===== src/rtl/periph_resp_mux_pkg.sv =====
// periph_resp_mux_pkg
// Shared bus definitions for the peripheral response mux: FSM state encoding,
// target select indices and default parameters.
package periph_resp_mux_pkg;

  localparam int XLEN_DEF           = 32;
  localparam int TIMEOUT_CYCLES_DEF = 16;

  // Select vector layout is {gpio0, uart0, data_mem}.
  localparam int NUM_TGT   = 3;
  localparam int SEL_DMEM  = 0;
  localparam int SEL_UART0 = 1;
  localparam int SEL_GPIO0 = 2;

  typedef enum logic [1:0] {
    ST_IDLE = 2'd0,
    ST_WAIT = 2'd1,
    ST_ERR  = 2'd2,
    ST_RESP = 2'd3
  } bus_state_e;

  // Exactly one bit set.
  function automatic logic sel_onehot(input logic [NUM_TGT-1:0] sel);
    return (sel != '0) && ((sel & (sel - 1'b1)) == '0);
  endfunction

endpackage


===== src/rtl/periph_resp_mux_bus_timeout_cnt.sv =====
// bus_timeout_cnt
// Counts completed WAIT cycles of the current access and flags the last
// allowed WAIT cycle.
// Ports:
//   clk, rst_n : clock, async active-low reset
//   clear      : reload count to 0 (request acceptance)
//   enable     : FSM is in WAIT; count this cycle
//   expired    : current WAIT cycle is cycle number TIMEOUT_CYCLES
module bus_timeout_cnt
  import periph_resp_mux_pkg::*;
#(
  parameter int TIMEOUT_CYCLES = TIMEOUT_CYCLES_DEF
) (
  input  logic clk,
  input  logic rst_n,
  input  logic clear,
  input  logic enable,
  output logic expired
);

  localparam logic [7:0] LP_LAST = 8'(TIMEOUT_CYCLES - 1);

  logic [7:0] r_cnt;

  // Saturating up-counter: never wraps back into a live window.
  always_ff @(posedge clk or negedge rst_n) begin
    if (!rst_n) begin
      r_cnt <= '0;
    end else if (clear) begin
      r_cnt <= '0;
    end else if (enable && (r_cnt != 8'hFF)) begin
      r_cnt <= r_cnt + 8'd1;
    end
  end

  // r_cnt holds the number of WAIT cycles already finished, so the
  // TIMEOUT_CYCLES-th WAIT cycle sees r_cnt == TIMEOUT_CYCLES-1.
  assign expired = enable && (r_cnt >= LP_LAST);

endmodule


===== src/rtl/periph_resp_mux.sv =====
// periph_resp_mux
// Routes a single core access to one of three targets (data_mem, uart0,
// gpio0), waits for that target's ack or a timeout, and returns a one-cycle
// response with read data and an error flag.
// Ports:
//   clk, rst_n                       : clock, async active-low reset
//   req_valid, req_we, req_ready     : core request handshake
//   *_en                             : address-decoder selects
//   *_req                            : single-cycle strobe to the target
//   *_ack, *_rdata                   : target completion and read data
//   resp_valid, resp_rdata, resp_err : response to the core
//
// state | meaning
// IDLE  | ready for a new access
// WAIT  | one target selected, waiting for its ack or timeout
// ERR   | decode error (zero or multiple selects)
// RESP  | one-cycle response pulse
module periph_resp_mux
  import periph_resp_mux_pkg::*;
#(
  parameter int XLEN           = XLEN_DEF,
  parameter int TIMEOUT_CYCLES = TIMEOUT_CYCLES_DEF
) (
  input  logic            clk,
  input  logic            rst_n,
  input  logic            req_valid,
  input  logic            req_we,
  output logic            req_ready,
  input  logic            data_mem_en,
  input  logic            uart0_addr_en,
  input  logic            gpio0_addr_en,
  output logic            data_mem_req,
  output logic            uart0_req,
  output logic            gpio0_req,
  input  logic            data_mem_ack,
  input  logic            uart0_ack,
  input  logic            gpio0_ack,
  input  logic [XLEN-1:0] data_mem_rdata,
  input  logic [XLEN-1:0] uart0_rdata,
  input  logic [XLEN-1:0] gpio0_rdata,
  output logic            resp_valid,
  output logic [XLEN-1:0] resp_rdata,
  output logic            resp_err
);

  bus_state_e         r_state;
  bus_state_e         w_state_nxt;
  logic [NUM_TGT-1:0] r_sel;
  logic [NUM_TGT-1:0] w_sel_in;
  logic [NUM_TGT-1:0] w_ack_vec;
  logic               r_we;
  logic               r_first;
  logic [XLEN-1:0]    r_resp_rdata;
  logic [XLEN-1:0]    w_resp_rdata_nxt;
  logic               r_resp_err;
  logic               w_resp_err_nxt;
  logic               w_accept;
  logic               w_ack;
  logic               w_expired;
  logic               w_in_wait;
  logic [XLEN-1:0]    w_tgt_rdata;

  assign w_sel_in  = {gpio0_addr_en, uart0_addr_en, data_mem_en};
  assign w_ack_vec = {gpio0_ack, uart0_ack, data_mem_ack};

  assign req_ready = (r_state == ST_IDLE);
  assign w_accept  = req_valid && req_ready;
  assign w_in_wait = (r_state == ST_WAIT);

  // Masking with the registered select drops acks from other targets.
  assign w_ack = |(r_sel & w_ack_vec);

  always_comb begin
    w_tgt_rdata = '0;
    if (r_sel[SEL_DMEM]) begin
      w_tgt_rdata = data_mem_rdata;
    end else if (r_sel[SEL_UART0]) begin
      w_tgt_rdata = uart0_rdata;
    end else if (r_sel[SEL_GPIO0]) begin
      w_tgt_rdata = gpio0_rdata;
    end
  end

  // Strobe only in the first WAIT cycle; ERR never strobes.
  assign data_mem_req = w_in_wait && r_first && r_sel[SEL_DMEM];
  assign uart0_req    = w_in_wait && r_first && r_sel[SEL_UART0];
  assign gpio0_req    = w_in_wait && r_first && r_sel[SEL_GPIO0];

  assign resp_valid = (r_state == ST_RESP);
  assign resp_rdata = r_resp_rdata;
  assign resp_err   = r_resp_err;

  bus_timeout_cnt #(
    .TIMEOUT_CYCLES(TIMEOUT_CYCLES)
  ) u_timeout (
    .clk    (clk),
    .rst_n  (rst_n),
    .clear  (w_accept),
    .enable (w_in_wait),
    .expired(w_expired)
  );

  always_ff @(posedge clk or negedge rst_n) begin
    if (!rst_n) begin
      r_state      <= ST_IDLE;
      r_sel        <= '0;
      r_we         <= 1'b0;
      r_first      <= 1'b0;
      r_resp_rdata <= '0;
      r_resp_err   <= 1'b0;
    end else begin
      r_state      <= w_state_nxt;
      r_first      <= w_accept;
      r_resp_rdata <= w_resp_rdata_nxt;
      r_resp_err   <= w_resp_err_nxt;
      if (w_accept) begin
        r_sel <= w_sel_in;
        r_we  <= req_we;
      end
    end
  end

  always_comb begin
    w_state_nxt      = r_state;
    w_resp_rdata_nxt = r_resp_rdata;
    w_resp_err_nxt   = r_resp_err;
    case (r_state)
      ST_IDLE: begin
        if (w_accept) begin
          w_state_nxt = sel_onehot(w_sel_in) ? ST_WAIT : ST_ERR;
        end
      end
      ST_WAIT: begin
        // Ack is checked first so it wins over a same-cycle timeout.
        if (w_ack) begin
          w_state_nxt      = ST_RESP;
          w_resp_err_nxt   = 1'b0;
          w_resp_rdata_nxt = r_we ? '0 : w_tgt_rdata;
        end else if (w_expired) begin
          w_state_nxt      = ST_RESP;
          w_resp_err_nxt   = 1'b1;
          w_resp_rdata_nxt = '0;
        end
      end
      ST_ERR: begin
        w_state_nxt      = ST_RESP;
        w_resp_err_nxt   = 1'b1;
        w_resp_rdata_nxt = '0;
      end
      ST_RESP: begin
        w_state_nxt = ST_IDLE;
      end
      default: begin
        w_state_nxt = ST_IDLE;
      end
    endcase
  end

endmodule

===== config.mk =====
export PLATFORM = sky130hd
export DESIGN_NAME = periph_resp_mux
export DESIGN_NICKNAME = d
export VERILOG_FILES = /design/src/rtl/periph_resp_mux_pkg.sv /design/src/rtl/periph_resp_mux_bus_timeout_cnt.sv /design/src/rtl/periph_resp_mux.sv
export SDC_FILE = /design/constraint.sdc
export NUM_CORES = 1
export LEC_CHECK = 0
export ABC_CLOCK_PERIOD_IN_PS = 2100
export BUFFER_PORTS_ARGS = -buffer_cell sky130_fd_sc_hd__buf_2
export CORE_MARGIN = 2
export CORE_UTILIZATION = 46
export DETAILED_ROUTE_END_ITERATION = 7
export GPL_ROUTABILITY_DRIVEN = 1
export GPL_TIMING_DRIVEN = 0
export PLACE_DENSITY_LB_ADDON = 0.1
export SYNTH_ARGS = -nofsm -noshare
export SYNTH_HDL_FRONTEND = slang
export SYNTH_HIERARCHICAL = 1
export SYNTH_SLANG_ARGS = --single-unit

===== constraint.sdc =====
create_clock -name clk -period 2.1 [get_ports clk]
set_clock_uncertainty 0.05 [all_clocks]
set_input_delay 0.21 -clock clk [delete_from_list [all_inputs] [get_ports clk]]
set_output_delay 0.21 -clock clk [all_outputs]
set_load 0.005 [all_outputs]

After elaboration in Yosys (flattened, before gate mapping):

Cells that the tools add are included.

* add/sub/neg operators: 2
* multipliers: 0
* div/mod/pow operators: 0
* magnitude comparators: 1
* equal/unequal tests: 6
* shifts and indexed selects: 0
* mux-type cells: 17
* bitwise gates (word level): 2
* reductions and logical operators: 16

Operator list (number)
* 32-bit two-way mux: 6
* 32-bit one-hot mux with 2 select lines: 1
* 8-bit two-way mux: 2
* 8-bit by 1-bit adder with 8-bit output, second input constant: 1
* 8-bit by 4-bit >= comparator with 1-bit output, second input constant: 1
* 1-bit logical AND: 8
* 2-bit two-way mux: 4
* 8-bit != test, second input constant: 1
* 2-bit one-hot mux with 4 select lines: 1
* 3-bit AND: 2
* 2-bit == test, second input constant: 2
* 2-bit AND reduction: 2
* 2-bit nonzero test: 2
* 3-bit logical NOT: 1
* 3-bit != test, second input constant: 1
* 3-bit nonzero test: 1
* 3-bit OR reduction: 1
* 3-bit by 1-bit subtractor with 3-bit output, second input constant: 1
* 2-bit by 1-bit == test with 1-bit output, second input constant: 1
* 2-bit logical NOT: 1
* 1-bit two-way mux: 2
* 2-bit by 1-bit != test with 1-bit output, second input constant: 1
* 1-bit one-hot mux with 2 select lines: 1

* register bits after elaboration: 48
* latch bits: 0
* bits in writable memories: 0
* bits in read-only memories: 0
* input port bits: 106
* memories: 0

Depth between registers and ports, before layout:

Gate-level depths: netlist (run 1).

* word-level depth: 7
* gate-level depth with buffers: 8

Cells and area by module:

The synthesis (run 1) kept the hierarchy.

By module, submodules not included
* periph_resp_mux: instances 1, cells an instance 193, area an instance 2262.2 um^2, seq. area each 1001.0 um^2
* bus_timeout_cnt: instances 1, cells an instance 52, area an instance 519.2 um^2, seq. area each 200.2 um^2

Worst setup path after synthesis (run 1):

Ideal clock, no wire load.

* path kind: register to register
* start: reg r_state[1]
* end: reg r_resp_rdata[0], in the netlist resp_rdata[0]
* data arrival time: 1.579 ns
* slack: 0.350 ns
* stages on the path, launching flop included: 9
* path buffers: 1
* clock period less this slack: 1.750 ns
* cells stage by stage: dfrtp_1 inv_1 ha_1 inv_1 a21oi_1 nor2b_1 a21o_2 buf_6 a32o_1

* word-level cells in the longest chain between the ends: 4
* elaborated cells between the ends (all ways): 7
* those cells by class: eq/ne: 3; mux: 1; reduce/logical: 3

RTL lines
* start: declaration: line periph_resp_mux.sv:46 `bus_state_e r_state;`
* start signal: assignment: line periph_resp_mux.sv:112 `r_state <= w_state_nxt;`
* 2-bit by 1-bit == test with 1-bit output: line periph_resp_mux.sv:68 `assign w_in_wait = (r_state == ST_WAIT);`
* via w_in_wait: line periph_resp_mux.sv:60 `logic w_in_wait;`
* 1-bit logical AND: line periph_resp_mux_bus_timeout_cnt.sv:38 `assign expired = enable && (r_cnt >= LP_LAST);`
* via w_expired: line periph_resp_mux.sv:59 `logic w_expired;`
* 3-bit != test (no source line)
* 2-bit AND reduction (no source line)
* end signal: assignment: line periph_resp_mux.sv:114 `r_resp_rdata <= w_resp_rdata_nxt;`
* end: declaration: line periph_resp_mux.sv:53 `logic [XLEN-1:0] r_resp_rdata;`

The timed path passes the listed nets, and every way through them passes these cells.
A chain may end at the register's enable or synchronous reset.

Worst setup path after layout (run 1):

* start: reg r_state[1]
* end: reg r_resp_rdata[25], in the netlist resp_rdata[25]

Same word-level chain as after synthesis.

==> impl_metrics.toml, run 1 <==
[floorplan]
die_h_um = 81.8
pin_count = 144
num_rows = 28
core_mm2 = 0.00589
start_util_pct = 47.3
die_area_mm2 = 0.00668
die_x_um = 81.8

[synth]
syn_area_mm2 = 0.00278
syn_avg_cell_area_um2 = 11.4
syn_inst = 245
ys_ff_latch = 48
syn-num-nets = 357
yosysSeqAreaShare_pct = 43.2
ys.flop_type = "dfrtp_1"
yosysWarningCount = 6
synth_cell_types = 40
synth_edf_count = 0
synthArstFlopShare_pct = 100

[route]
drt-wirelength-per-cell_um = 16.2
dr_total_vias = 2657
finalWirelength_mm = 7.67
drt_iter0_markers = 149
viasPerCell = 5.63
ant_nets = 0
drcViolationCount = 0
dr.pass1.iters = 4

[critical_path]
slowest_delay_ps = 400
end_kind = "register"
crit_buf_inv = 3
slowest_stage = "dfrtp_1"
r2r_cells = 8
required_ps = 2230
start_kind = "register"
cp_cell_sequence = "inv_1, ha_2, inv_1, a21oi_1, nor2b_1, a21o_2, buf_6, a32o_1"
cp.arrival_ps = 2060
critPathTopFamily = "compound AO/OA/AOI/OAI gates"
cp_max_fo = 10
critPathMostFrequentCell = "inv_1"
critPathKind = "register to register"
reg2reg_to = "resp_rdata[25]"
critPathLaunch = "r_state[1]"
worstReg2RegStart = "r_state[1]"
rrSetupSlack_ps = 170

[pwr]
powerDensity_mw_per_mm2 = 1240
p_leak_uw = 0.00186
pwr-share-seq_pct = 29.1
vdd_ir_drop_max_mv = 0.718
power.internal_uw = 2700
pwr-share-clk_pct = 12.2
combPwrFrac_pct = 58.7
p_sw_uw = 1880
switching_share_pct = 41.0

[finish]
final_common_cell = "buf_2"
finalNetCount = 508
drive_gt1_share_pct = 44.1
fill_cells = 526
final_cell_count_no_fill = 472
final_core_util_pct = 62.9
final_cell_mix = "buf_2 (143), dfrtp_1 (48), nand2b_1 (34), a32o_1 (32), a221o_1 (31)"
design_area_mm2 = 0.00370
flow.area_growth_from_synthesis_pct = 33.2
multi_input_area_mm2 = 0.00142
n_antenna_cell = 0
regArea_mm2 = 0.00120

[clocking]
clk_pin_slew_ps = 80
cts_sinks = 48
numCtsBuffers = 5
clockRootBuffer = "clkbuf_8"
clkLatencyLatePin_ps = 290
h-tree-depth = 2
tritoncts = "built"
cts_hold_buf = 0
clock_path_buffers = 2

[global_routing]
grt_use_total_pct = 23.4
antenna_found_initial = 0
grt_pass1_wl_mm = 11.9
grt_max_degree = 49
grt_overflow = 0
grt_pass1_vias = 2475

[timing]
drv_slew = 0
rsz0062_at_grt = "no"
min_period_over_period_pct = 91.9
worst_pin_slew_ps = 1050
fmax_mhz = 518
hold_viol_final = 0
setup-violations-final = 0
setup_tns_ps = 0
period_minus_slack_ps = 1930
slew_headroom_pct = 29.8

[placed_design]
dpl.hpwl_mm = 5.90
dpl_cell_area_mm2 = 0.00359
dp_cells = 463
place_congestion = 0.881
io_buffers = 143

[run]
cap_violations = 0

[min_path]
hp-class = "input pin to async pin"

[run_status]
status = "complete, no violations"
[final cells by class]
| class | instances | area share (%) |
|---|---|---|
| flip-flops and latches | 48 | 32.4 |
| multi-input cells | 168 | 38.2 |
| clock buffers | 8 | 2.43 |
| repair buffers | 145 | 19.7 |
| well taps | 75 | 2.53 |
| plain buffers | 23 | 4.19 |
| inverters | 5 | 0.507 |
[cells in the mapped netlist, types with 2 or more instances]
master / count / share of area, %
dfrtp_1: 48 / 43
nand2b_1: 34 / 7.6
a32o_1: 32 / 12
a221o_1: 31 / 11
clkbuf_1: 14 / 1.9
a21oi_1: 9 / 1.6
buf_6: 8 / 3.2
ha_1: 6 / 2.7
inv_1: 5 / 0.67
nor2_1: 5 / 0.67
mux2_2: 4 / 1.6
nand2_1: 4 / 0.54
nor2b_1: 4 / 0.90
and3_1: 3 / 0.67
mux2i_1: 3 / 1.1
nand3_1: 3 / 0.54
nor3_1: 3 / 0.54
nor4bb_1: 3 / 1.1
a31oi_1: 2 / 0.45
and4_1: 2 / 0.63
buf_4: 2 / 0.54
nor4_1: 2 / 0.45
[worst max-delay path by stage]
stage / endpoint / slack [ps] / cells after the start
2_1_floorplan: resp_rdata[0] / 350 / 8
3_3_place_gp: resp_rdata[2] / 100 / 8
3_5_place_dp: resp_rdata[25] / 70 / 6
4_1_cts: resp_rdata[25] / 30 / 6
5_1_grt: resp_rdata[14] / 60 / 8
6_report: resp_rdata[25] / 170 / 8
[power by group through the flow]
stage | logic (µW) | registers, µW | clock network [µW]
after global placement | 2630 | 1310 | 0
after detailed placement | 2670 | 1320 | 0
after global routing | 2960 | 1360 | 613
final | 2690 | 1330 | 560
after CTS | 2690 | 1300 | 577
after floorplan | 1910 | 1310 | 0
[layer usage]
metal,wire length (µm),track usage [%],vias up
li1,-,-,1282
met1,3280,31.1,1250
met4,114,6.67,0
met3,639,5.71,10
met5,0,0,-
met2,3630,38.2,115
[registers in the layout, indices dropped and copies added, names as in the netlist]
signal           count
r_first              1
r_we                 1
resp_rdata          32
r_state              2
resp_err             1
r_sel                3
u_timeout/r_cnt      8
[metrics by stage]
stage / hold slack [ps] / total power [µW] / setup slack (ps)
6_report: 49.2 / 4580 / 170
5_1_grt: 95.5 / 4940 / 60.5
4_1_cts: 84.5 / 4570 / 33.4
3_5_place_dp: 400 / 3990 / 66.8
3_3_place_gp: 403 / 3940 / 104
2_1_floorplan: -136 / 3220 / 350
[kinds of logic (layout without fill, tap and decap cells)]
group | count (synthesis) | after routing | synth area share, %
AO/OA/AOI/OAI | 83 | 83 | 28.3
AND/OR/NAND/NOR | 71 | 71 | 16.3
flip-flops | 48 | 48 | 43.2
buffers and inverters | 29 | 181 | 6.34
multiplexers | 8 | 8 | 3.24
adder cells (fa/ha/maj) | 6 | 6 | 2.70
[timing repair]
action | in CTS | in global routing
setup endpoints to repair | 1 | 31
gates resized for setup | 1 | 2
setup buffers | 0 | 2
endpoints found under the hold margin | 0 | 0
pin swaps | 0 | 1
No activity file was read; power rests on OpenSTA's default activity.
==> run 2: changes to the inputs <==
Settings changed: CELL_PAD_IN_SITES_DETAIL_PLACEMENT set to 1, CELL_PAD_IN_SITES_GLOBAL_PLACEMENT set to 1, CORE_UTILIZATION 46 to 34, RECOVER_POWER set to 100.
==> impl_metrics.toml, run 2 (same netlist as run 1, synthesis figures left out) <==
[route]
drt-wirelength-per-cell_um = 17.9
drt_iter0_markers = 80
ant_nets = 0
dr_total_vias = 2717
drcViolationCount = 0
finalWirelength_mm = 8.89
viasPerCell = 5.46
dr.pass1.iters = 4

[pwr]
p_leak_uw = 0.00176
vdd_ir_drop_max_mv = 0.504
power.internal_uw = 2610
powerDensity_mw_per_mm2 = 1240
switching_share_pct = 42.7
pwr-share-clk_pct = 11.8
p_sw_uw = 1950
pwr-share-seq_pct = 29.2
combPwrFrac_pct = 59.1

[placed_design]
place_congestion = 0.766
io_buffers = 143
dpl.hpwl_mm = 6.81

[finish]
flow.area_growth_from_synthesis_pct = 32.6
fill_cells = 965
multi_input_area_mm2 = 0.00141
final_common_cell = "buf_2"
largest_register_ffs = 32
final_cell_mix = "buf_2 (118), dfrtp_1 (48), clkbuf_1 (36), nand2b_1 (34), a32o_1 (32)"
drive_gt1_share_pct = 38.1
n_antenna_cell = 0
regArea_mm2 = 0.00120
finalNetCount = 508
final_core_util_pct = 47.2

[critical_path]
start_kind = "register"
reg2reg_to = "resp_rdata[2]"
critPathTopFamily = "compound AO/OA/AOI/OAI gates"
critPathMostFrequentCell = "inv_1"
cp_cell_sequence = "inv_1, ha_2, inv_1, a21oi_1, nor2b_1, a21o_2, buf_6, a32o_1"
worstReg2RegStart = "r_state[1]"
r2r_cells = 8
cp_max_fo = 10
crit_buf_inv = 3
rrSetupSlack_ps = 130
slowest_stage = "dfrtp_1"
critPathKind = "register to register"
required_ps = 2230
cp.arrival_ps = 2100
end_kind = "register"
slowest_delay_ps = 410

[global_routing]
grt_use_total_pct = 20.0
grt_pass1_vias = 2804
grt_max_degree = 49
grt_pass1_wl_mm = 13.9
antenna_found_initial = 0
grt_overflow = 0

[clocking]
cts_hold_buf = 0
clkLatencyLatePin_ps = 300
tritoncts = "built"
cts_sinks = 48
clk_pin_slew_ps = 90
clock_path_buffers = 2
h-tree-depth = 2
numCtsBuffers = 5
clockRootBuffer = "clkbuf_8"

[timing]
fmax_mhz = 509
worst_pin_slew_ps = 1270
setup_tns_ps = 0
rsz0062_at_grt = "no"
min_period_over_period_pct = 93.6
drv_slew = 0
hold_viol_final = 0
period_minus_slack_ps = 1970
setup-violations-final = 0
slew_headroom_pct = 15.1
holdWs_ps = 98.2

[floorplan]
start_util_pct = 35.6
die_h_um = 94.4
num_rows = 32
core_mm2 = 0.00781
die_area_mm2 = 0.00892
die_x_um = 94.4
pin_count = 144

[min_path]
min_to = "r_we"
hp-start = "req_we"
hp-class = "input pin to register"
holdPathStages = 2

[run]
cap_violations = 0

[run_status]
status = "complete, no violations"
run 2: layer usage:
layer	vias to the layer above	global-route usage [%]	part of all wire [%]
met5	-	0	0
met4	0	4.47	1.0
met3	8	3.75	6.9
met2	104	36.0	49
met1	1324	25.0	43
li1	1281	-	-
run 2: power groups by stage:
stage | Clock, µW | Combinational [µW] | Sequential, µW
floorplan | 0 | 1910 | 1310
global route | 597 | 2960 | 1360
detailed placement | 0 | 2740 | 1320
CTS | 558 | 2760 | 1300
finish | 537 | 2690 | 1330
global placement | 0 | 2690 | 1310
run 2: final cells by class:
type	instances	area share (%)
Inverter	5	0.509
Clock inverter	1	0.136
Buffer	23	4.04
Sequential cell	48	32.6
Tap cell	102	3.46
Clock buffer	6	1.97
Multi-Input combinational cell	168	38.3
Timing Repair Buffer	145	19.0
run 2: worst max-delay path by stage:
stage,startpoint,to,slack [ps],cells after the start
floorplan,r_state[1],resp_rdata[0],350,8
global placement,r_state[1],resp_rdata[16],60,8
detailed placement,r_state[0],resp_rdata[22],30,6
CTS,r_state[0],resp_rdata[2],2,6
global route,r_state[1],resp_rdata[18],20,8
finish,r_state[1],resp_rdata[2],130,8
run 2: timing repair:
| item | 4_1_cts | 5_1_grt |
|---|---|---|
| setup endpoints to repair | 1 | 31 |
| pin swaps | 0 | 1 |
| buffers inserted | 0 | 2 |
| gates resized for setup | 1 | 2 |
run 2: metrics by stage:
step / setup slack [ps] / std cells / instance area (µm²) / power, µW
global placement: 63.7 / 490 / 3620 / 4000
finish: 134 / 498 / 3690 / 4560
CTS: 1.87 / 497 / 3700 / 4610
detailed placement: 27.3 / 490 / 3620 / 4060
floorplan: 350 / 245 / 2780 / 3220
global route: 17.6 / 498 / 3690 / 4910
==> run 3: changes to the inputs <==
Settings changed: CORE_ASPECT_RATIO set to 0.6.
==> impl_metrics.toml, run 3 (same netlist as run 1, synthesis figures left out) <==
[timing]
slew_headroom_pct = 17.2
hold_viol_final = 0
drv_slew = 0
rsz0062_at_grt = "no"
fmax_mhz = 502
setup-violations-final = 0
min_period_over_period_pct = 94.8
fin_ws_ps = 109
setup_tns_ps = 0
period_minus_slack_ps = 1990
worst_pin_slew_ps = 1240

[finish]
finalNetCount = 508
final_cell_mix = "buf_2 (113), dfrtp_1 (48), clkbuf_1 (43), nand2b_1 (34), a32o_1 (32)"
fill_cells = 952
largest_register_ffs = 32
drive_gt1_share_pct = 36.3
multi_input_area_mm2 = 0.00141
final_common_cell = "buf_2"
n_antenna_cell = 0
regArea_mm2 = 0.00120
flow.area_growth_from_synthesis_pct = 35.3

[critical_path]
start_kind = "register"
r2r_cells = 8
cp.arrival_ps = 2110
slowest_stage = "dfrtp_1"
slowest_delay_ps = 400
critPathKind = "register to register"
rrSetupSlack_ps = 110
critPathMostFrequentCell = "inv_1"
cp_cell_sequence = "inv_1, ha_2, inv_1, a21oi_1, nor2b_1, a21o_2, buf_6, a32o_1"
cp_max_fo = 10
required_ps = 2220
end_kind = "register"

[pwr]
switching_share_pct = 41.4
p_sw_uw = 2020
power.internal_uw = 2870
p_leak_uw = 0.00177
pwr-share-seq_pct = 26.9
combPwrFrac_pct = 56.6
pwr-share-clk_pct = 16.5
vdd_ir_drop_max_mv = 0.475
total_power_uw = 4890
powerDensity_mw_per_mm2 = 1300

[clocking]
cts_sinks = 48
clkLatencyLatePin_ps = 290
numCtsBuffers = 5
clk_pin_slew_ps = 60
clockRootBuffer = "clkbuf_16"
tritoncts = "built"
clock_path_buffers = 2
h-tree-depth = 2

[global_routing]
grt_pass1_vias = 2845
grt_max_degree = 49
grt_overflow = 0
grt_pass1_wl_mm = 14.4
grt_use_total_pct = 20.7
antenna_found_initial = 0

[route]
viasPerCell = 5.42
ant_nets = 0
dr_total_vias = 2739
drt-wirelength-per-cell_um = 18.2
drt_iter0_markers = 118
drcViolationCount = 0
finalWirelength_mm = 9.18
dr.pass1.iters = 4

[placed_design]
place_congestion = 0.757
dpl.hpwl_mm = 7.05
io_buffers = 143
post-place-ws_ps = 2.46

[min_path]
hp-class = "input pin to async pin"

[floorplan]
die_x_um = 121
die_h_um = 74.1
die_area_mm2 = 0.00894
core_mm2 = 0.00791
num_rows = 25
pin_count = 144
start_util_pct = 35.1

[run]
cap_violations = 0

[run_status]
status = "complete, no violations"
run 3: cell count changes in the layout (fill, tap and decap cells not counted), sizes merged:
| cell | before | now |
|---|---|---|
| clkbuf | 45 | 51 |
| buf | 129 | 125 |
| clkinv | 1 | 0 |
run 3: layer usage:
| metal | vias up | wire length (µm) | global-route usage (%) |
|---|---|---|---|
| li1 | 1293 | - | - |
| met1 | 1340 | 4470 | 28.2 |
| met2 | 98 | 4080 | 34.6 |
| met3 | 8 | 553 | 4.75 |
| met4 | 0 | 80 | 4.01 |
| met5 | - | 0 | 0 |
run 3: final timing paths:
path,startpoint,to
max,r_state[1],resp_rdata[9]
min,rst_n,resp_rdata[23]
max reg2reg,r_state[1],resp_rdata[9]
min reg2reg,resp_rdata[18],resp_rdata[18]
max in group asynchronous,rst_n,u_timeout/r_cnt[1]
min in group clk,req_we,r_we
run 3: metrics by stage:
step | std cells | hold slack [ps] | area, µm² | utilization [%]
after floorplan | 245 | -136 | 2780 | -
after global placement | 496 | 413 | 3630 | 45.9
after detailed placement | 496 | 415 | 3630 | 45.9
after CTS | 504 | 121 | 3780 | 47.8
after global routing | 505 | 119 | 3760 | 47.5
final | 505 | 129 | 3760 | 47.5
run 3: worst max-delay path: cells and delay by family (launching register included):
family | cells | cell delay [ps]
buffers and inverters | 3 | 400
DFF | 1 | 400
adders and majority gates | 1 | 310
and+or+nand+nor | 1 | 100
AOI/OAI and AO/OA | 3 | 610
run 3: layout make-up:
cell class | instances | share of cell area, %
well taps | 108 | 3.59
inverters | 5 | 0.499
clock buffers | 8 | 3.89
plain buffers | 23 | 4.12
flip-flops and latches | 48 | 31.9
repair buffers | 145 | 18.5
multi-input cells | 168 | 37.5
run 3: power by group through the flow:
stage / logic (µW) / registers, µW / clock network [µW]
5_1_grt: 3060 / 1350 / 870
3_5_place_dp: 2780 / 1320 / 0
3_3_place_gp: 2730 / 1310 / 0
2_1_floorplan: 1910 / 1310 / 0
4_1_cts: 2800 / 1310 / 829
6_report: 2770 / 1320 / 805
run 3: what timing repair did:
action,CTS,global route
pin swaps,0,1
hold buffers,0,0
resized for setup,2,1
setup endpoints to repair,8,31
buffers inserted,0,2
